### config.mk
export PLATFORM = sky130hd
export DESIGN_NAME = data_memory_ctrl_flat
export DESIGN_NICKNAME = d
export VERILOG_FILES = /design/src/rtl/data_memory_ctrl_if.sv /design/src/rtl/data_memory_ctrl.sv /design/src/flat_wrapper.sv
export SDC_FILE = /design/constraint.sdc
export NUM_CORES = 2
export LEC_CHECK = 0
export ABC_AREA = 1
export CORE_AREA = 4 4 538 540
export CTS_BUF_LIST = sky130_fd_sc_hd__clkbuf_16
export CTS_CLUSTER_DIAMETER = 50
export DETAILED_ROUTE_END_ITERATION = 8
export DIE_AREA = 0 0 542 544
export SYNTH_ARGS = -nofsm -noshare
export SYNTH_HDL_FRONTEND = slang
export SYNTH_SLANG_ARGS = --single-unit
### constraint.sdc
create_clock -name clk -period 3.4 [get_ports clk]
set_input_delay 0.85 -clock clk [delete_from_list [all_inputs] [get_ports clk]]
set_output_delay 0.85 -clock clk [all_outputs]
set_load 0.02 [all_outputs]
### src/rtl/data_memory_ctrl_if.sv
// Access bus for data_memory_ctrl.
//   master (requester): drives req, we, address, data, byte_en, clear_req;
//                       receives ready, data_out, rvalid, err, busy.
//   slave  (memory)   : the mirror image.
interface data_memory_ctrl_if #(
  parameter int unsigned DATA_W = 32,
  parameter int unsigned ADDR_W = 8
);
  logic                  req;
  logic                  we;
  logic [ADDR_W-1:0]     address;
  logic [DATA_W-1:0]     data;
  logic [DATA_W/8-1:0]   byte_en;
  logic                  clear_req;
  logic                  ready;
  logic [DATA_W-1:0]     data_out;
  logic                  rvalid;
  logic                  err;
  logic                  busy;

  modport master (
    output req, we, address, data, byte_en, clear_req,
    input  ready, data_out, rvalid, err, busy
  );

  modport slave (
    input  req, we, address, data, byte_en, clear_req,
    output ready, data_out, rvalid, err, busy
  );
endinterface

### src/rtl/data_memory_ctrl.sv
// data_memory_ctrl: word-addressed data memory with byte-lane writes,
// 1-cycle registered reads, out-of-range error flagging and a full
// zero-clear sweep that runs after reset and on clear_req.
//   clk   : rising-edge clock
//   reset : asynchronous, active-high
//   bus   : data_memory_ctrl_if.slave (req/we/address/data/byte_en/
//           clear_req in; ready/data_out/rvalid/err/busy out)
module data_memory_ctrl #(
  parameter int unsigned DATA_W = 32,
  parameter int unsigned ADDR_W = 8,
  parameter int unsigned DEPTH  = 64
) (
  input  logic                clk,
  input  logic                reset,
  data_memory_ctrl_if.slave   bus
);

  localparam int unsigned LANES = DATA_W / 8;
  localparam int unsigned IDX_W = (DEPTH > 1) ? $clog2(DEPTH) : 1;

  typedef enum logic {
    CLEAR,
    IDLE
  } state_t;

  state_t             state, state_nx;
  logic [IDX_W-1:0]   cnt, cnt_nx;
  logic               ready, busy;
  logic               accept;
  logic               in_range;
  logic [IDX_W-1:0]   idx;

  logic [DATA_W-1:0]  mem [DEPTH];
  logic [DATA_W-1:0]  data_out_q;
  logic               rvalid_q;
  logic               err_q;

  // Extra top bit lets DEPTH == 2**ADDR_W compare correctly.
  assign in_range = ({1'b0, bus.address} < (ADDR_W + 1)'(DEPTH));
  assign idx      = bus.address[IDX_W-1:0];
  assign accept   = bus.req & ready;

  always_ff @(posedge clk or posedge reset) begin
    if (reset) begin
      state <= CLEAR;
      cnt   <= '0;
    end else begin
      state <= state_nx;
      cnt   <= cnt_nx;
    end
  end

  always_comb begin
    state_nx = state;
    cnt_nx   = cnt;
    ready    = 1'b0;
    busy     = 1'b0;
    case (state)
      CLEAR: begin
        busy   = 1'b1;
        cnt_nx = cnt + 1'b1;
        if (cnt == IDX_W'(DEPTH - 1)) begin
          state_nx = IDLE;
          cnt_nx   = '0;
        end
      end
      IDLE: begin
        ready = 1'b1;
        if (bus.clear_req) begin
          state_nx = CLEAR;
          cnt_nx   = '0;
        end
      end
      default: begin
        state_nx = CLEAR;
        cnt_nx   = '0;
      end
    endcase
  end

  // Storage has no reset; its contents are defined only by the sweep.
  // Sweep and accepted writes are mutually exclusive since accept needs IDLE.
  always_ff @(posedge clk) begin
    if (state == CLEAR) begin
      mem[cnt] <= '0;
    end else if (accept && bus.we && in_range) begin
      for (int unsigned i = 0; i < LANES; i++) begin
        if (bus.byte_en[i]) begin
          mem[idx][8*i +: 8] <= bus.data[8*i +: 8];
        end
      end
    end
  end

  // Response stage: rvalid/err are single-cycle pulses, data_out holds
  // its value unless a read is accepted.
  always_ff @(posedge clk or posedge reset) begin
    if (reset) begin
      data_out_q <= '0;
      rvalid_q   <= 1'b0;
      err_q      <= 1'b0;
    end else begin
      rvalid_q <= 1'b0;
      err_q    <= 1'b0;
      if (accept) begin
        err_q <= ~in_range;
        if (!bus.we) begin
          rvalid_q   <= 1'b1;
          data_out_q <= in_range ? mem[idx] : '0;
        end
      end
    end
  end

  assign bus.ready    = ready;
  assign bus.busy     = busy;
  assign bus.data_out = data_out_q;
  assign bus.rvalid   = rvalid_q;
  assign bus.err      = err_q;

endmodule

### src/flat_wrapper.sv
// flat-port wrapper written by rule: the top's interface ports become plain ports
module data_memory_ctrl_flat 
#(
  parameter int unsigned DATA_W = 32,
  parameter int unsigned ADDR_W = 8,
  parameter int unsigned DEPTH  = 64
)
  (clk, reset, bus_req, bus_we, bus_address, bus_data, bus_byte_en, bus_clear_req, bus_ready, bus_data_out, bus_rvalid, bus_err, bus_busy);
  data_memory_ctrl_if #(.DATA_W(DATA_W), .ADDR_W(ADDR_W)) bus_i ();
  input  logic clk;
  input  logic reset;
  input wire logic [$bits(bus_i.req)-1:0] bus_req;
  input wire logic [$bits(bus_i.we)-1:0] bus_we;
  input wire logic [$bits(bus_i.address)-1:0] bus_address;
  input wire logic [$bits(bus_i.data)-1:0] bus_data;
  input wire logic [$bits(bus_i.byte_en)-1:0] bus_byte_en;
  input wire logic [$bits(bus_i.clear_req)-1:0] bus_clear_req;
  output wire logic [$bits(bus_i.ready)-1:0] bus_ready;
  output wire logic [$bits(bus_i.data_out)-1:0] bus_data_out;
  output wire logic [$bits(bus_i.rvalid)-1:0] bus_rvalid;
  output wire logic [$bits(bus_i.err)-1:0] bus_err;
  output wire logic [$bits(bus_i.busy)-1:0] bus_busy;
  assign bus_i.req = bus_req;
  assign bus_i.we = bus_we;
  assign bus_i.address = bus_address;
  assign bus_i.data = bus_data;
  assign bus_i.byte_en = bus_byte_en;
  assign bus_i.clear_req = bus_clear_req;
  assign bus_ready = bus_i.ready;
  assign bus_data_out = bus_i.data_out;
  assign bus_rvalid = bus_i.rvalid;
  assign bus_err = bus_i.err;
  assign bus_busy = bus_i.busy;
  data_memory_ctrl #(.DATA_W(DATA_W), .ADDR_W(ADDR_W), .DEPTH(DEPTH)) u_core (.clk(clk), .reset(reset), .bus(bus_i));
endmodule
==> metrics.cfg <==
[outcome]
outcome = completed

[sta]
fin_skew_ns = 0.04555
slew_viol_final = 0
setup_tns_ns = 0
fmax_mhz = 326.4
min_period_ns = 3.063
hold_violations = 0
grt_setup_unrepaired = false
tightest_slew_ns = 0.7454
relSlewSlack = 0.5031
period_share = 0.9010
setup_viol = 0
fin_ws_ns = 0.3367

[cts]
cts.sinks = 2089
postCtsSetupBuffers = 0
cts.htree.levels = 4
cts_buffer_depth = 3
path_clk_slew_ns = 0.06
clkLatencyLatePin_ns = 0.86
ctsHoldBuffers = 0
cts_root_buf = clkbuf_16
tritoncts = yes
ctsResizeCount = 0
cts_buffers = 222

[floorplan]
die_area_um2 = 294800
core_area_um2 = 284500
die_width_um = 542
die_h_um = 544
io-pin-count = 85
start_util = 0.2995
fp-row-count = 196

[detailed_routing]
drcViolationCount = 0
wl_per_cell_um = 22.47
vias = 60090
dr.pass1.iters = 8
routed_wl_mm = 269.7
drt_iter0_markers = 7714
viasPerCell = 5.008
postRouteAntennaNets = 0

[synthesis]
syn_nets = 7569
synth.avg_cell_area_um2 = 11.33
ys_ff_latch = 2089
netlist_area_um2 = 85200
ys_types = 24
ys_warn_count = 0
ys_top_cells_by_area = edfxtp_1 72%, nand2_1 13%, nand3_1 9.9%, clkbuf_1 1.7%, nor2_1 1.3%
synthCells = 7519
yosysTopAreaCellShare = 0.7218
synth_top_area_cell = edfxtp_1
synth-seq-area-share = 0.7338

[layout]
finish.instance_area_um2 = 104000
final_cell_mix = 2868 x nand2_1, 2048 x edfxtp_1, 1686 x nand3_1
drive_gt1_frac = 0.1341
mostFrequentLayoutCell = nand2_1
utilization = 0.3657
finalNetCount = 8095
syn_to_final_growth_pct = 22.11
fillCellCount = 27350

[flow_run]
cap_violations = 0

[setup_path]
cp_data_required_time_ns = 3.93
critical_path_buf_inv_count = 7
path_max_fanout = 13
end_kind = flip-flop
max_stage_delay_ns = 0.47
cp.arrival_ns = 3.60
path_cells = clkdlybuf4s50_1 > inv_2 > nand2_1 > nor2_2 > o21ai_1 > nand2_2 > buf_12 > nand2_1 > o21ai_1 > inv_1 > nand2_1 > nor2_2 > buf_12 > nand2_1 > buf_4 > nor2_1 > buf_4
cp_top_family = buffers and inverters
path_class = primary input to flip-flop
cp_slowest_cell = clkdlybuf4s50_1
cp-start-kind = primary input
path_common_cell = nand2_1

[grt]
grt_pass1_wl_mm = 389.9
grt_max_degree = 153
track_usage = 0.1780
antenna_found_initial = 5
grt_pass1_vias = 58590
grt_overflow = 0

[placed_design]
placed_cell_area_um2 = 96750
dp_hpwl_mm = 182.0
place_congestion = 0.9098
port_buffers = 84
dp_slack_ns = -0.4175

[pwr]
vdd_drop_max_v = 0.0004987
leakage_nw = 39.98
p_per_area_nw_per_um2 = 591.5
p_total_mw = 61.55

[worst_hold_path]
min_path_type = primary input to asynchronous set/reset pin

worst paths after layout:
kind | startpoint | end | slack (ns) | depth (start not counted)
max | bus_address[6] | u_core.mem[62][30] | 0.34 | 17
min | reset | u_core.bus.data_out[11] | 0.19 | 2
max reg2reg | u_core.state | u_core.mem[62][30] | 0.54 | 15
min reg2reg | u_core.bus.data_out[18] | u_core.bus.data_out[18] | 0.48 | 2
max in group asynchronous | reset | u_core.bus.data_out[4] | 2.62 | 3
min in group clk | u_core.bus.data_out[18] | u_core.bus.data_out[18] | 0.48 | 2
Yosys cell counts (all sizes together):
cell,number
nand2,2869
edfxtp,2048
nand3,1686
clkbuf,378
nor2,308
buf,104
inv,61
dfrtp,41
o21ai,10
o22ai,4
xor2,3
a21oi,2
nor3,2
ha,1
or2,1
xnor2,1
routing by layer:
layer / share of wire / vias up / wire length, um / global-route usage
met5: 0 / - / 0 / 0
met1: 0.40 / 29490 / 107800 / 0.2315
li1: - / 27200 / - / -
met3: 0.086 / 505 / 23220 / 0.03597
met4: 0.050 / 0 / 13530 / 0.08177
met2: 0.46 / 2889 / 125100 / 0.2869
state kept, by name (all words and copies together), names as in the netlist:
register	cells
u_core.bus.data_out	32
u_core.bus.err	1
u_core.bus.rvalid	1
u_core.cnt	6
u_core.mem	2048
u_core.state	1
through the flow:
step / instances / hold WS (ns)
after detailed placement: 11580 / 0.4717
final: 12000 / 0.1931
after global routing: 12000 / 0.1876
after floorplan: 7519 / 0.5493
after global placement: 11580 / 0.4730
after CTS: 12000 / 0.1364
final cells by class:
type                            instances  area [um^2]  area share
Sequential cell                      2089        62530      0.6009
Multi-Input combinational cell       4887        20830      0.2002
Timing Repair Buffer                  784         8432     0.08104
Clock buffer                          224         5605     0.05387
Tap cell                             3762         4707     0.04524
Clock inverter                        188         1677     0.01611
Inverter                               61        256.5    0.002465
Antenna cell                            4        10.01  0.00009620
where the power goes:
| group | total [mW] | switching [mW] | internal [mW] |
|---|---|---|---|
| combinational | 7.63 | 5.17 | 2.46 |
| sequential | 30.2 | 0.463 | 29.7 |
| clock | 23.7 | 10.3 | 13.4 |
| total | 61.5 | 16.0 | 45.6 |
kinds of logic (layout without fill, tap and decap cells):
kind of cell	count (synthesis)	in the layout	share of synthesized area
AND/OR/NAND/NOR	4866	4866	0.2400
AO/OA/AOI/OAI	16	16	0.001087
XOR/XNOR	4	4	0.0004113
buffers and inverters	543	1257	0.02457
adder cells (fa/ha/maj)	1	1	0.0001468
flip-flops	2089	2089	0.7338
other	0	4	0
(Power assumes the default switching activity.)
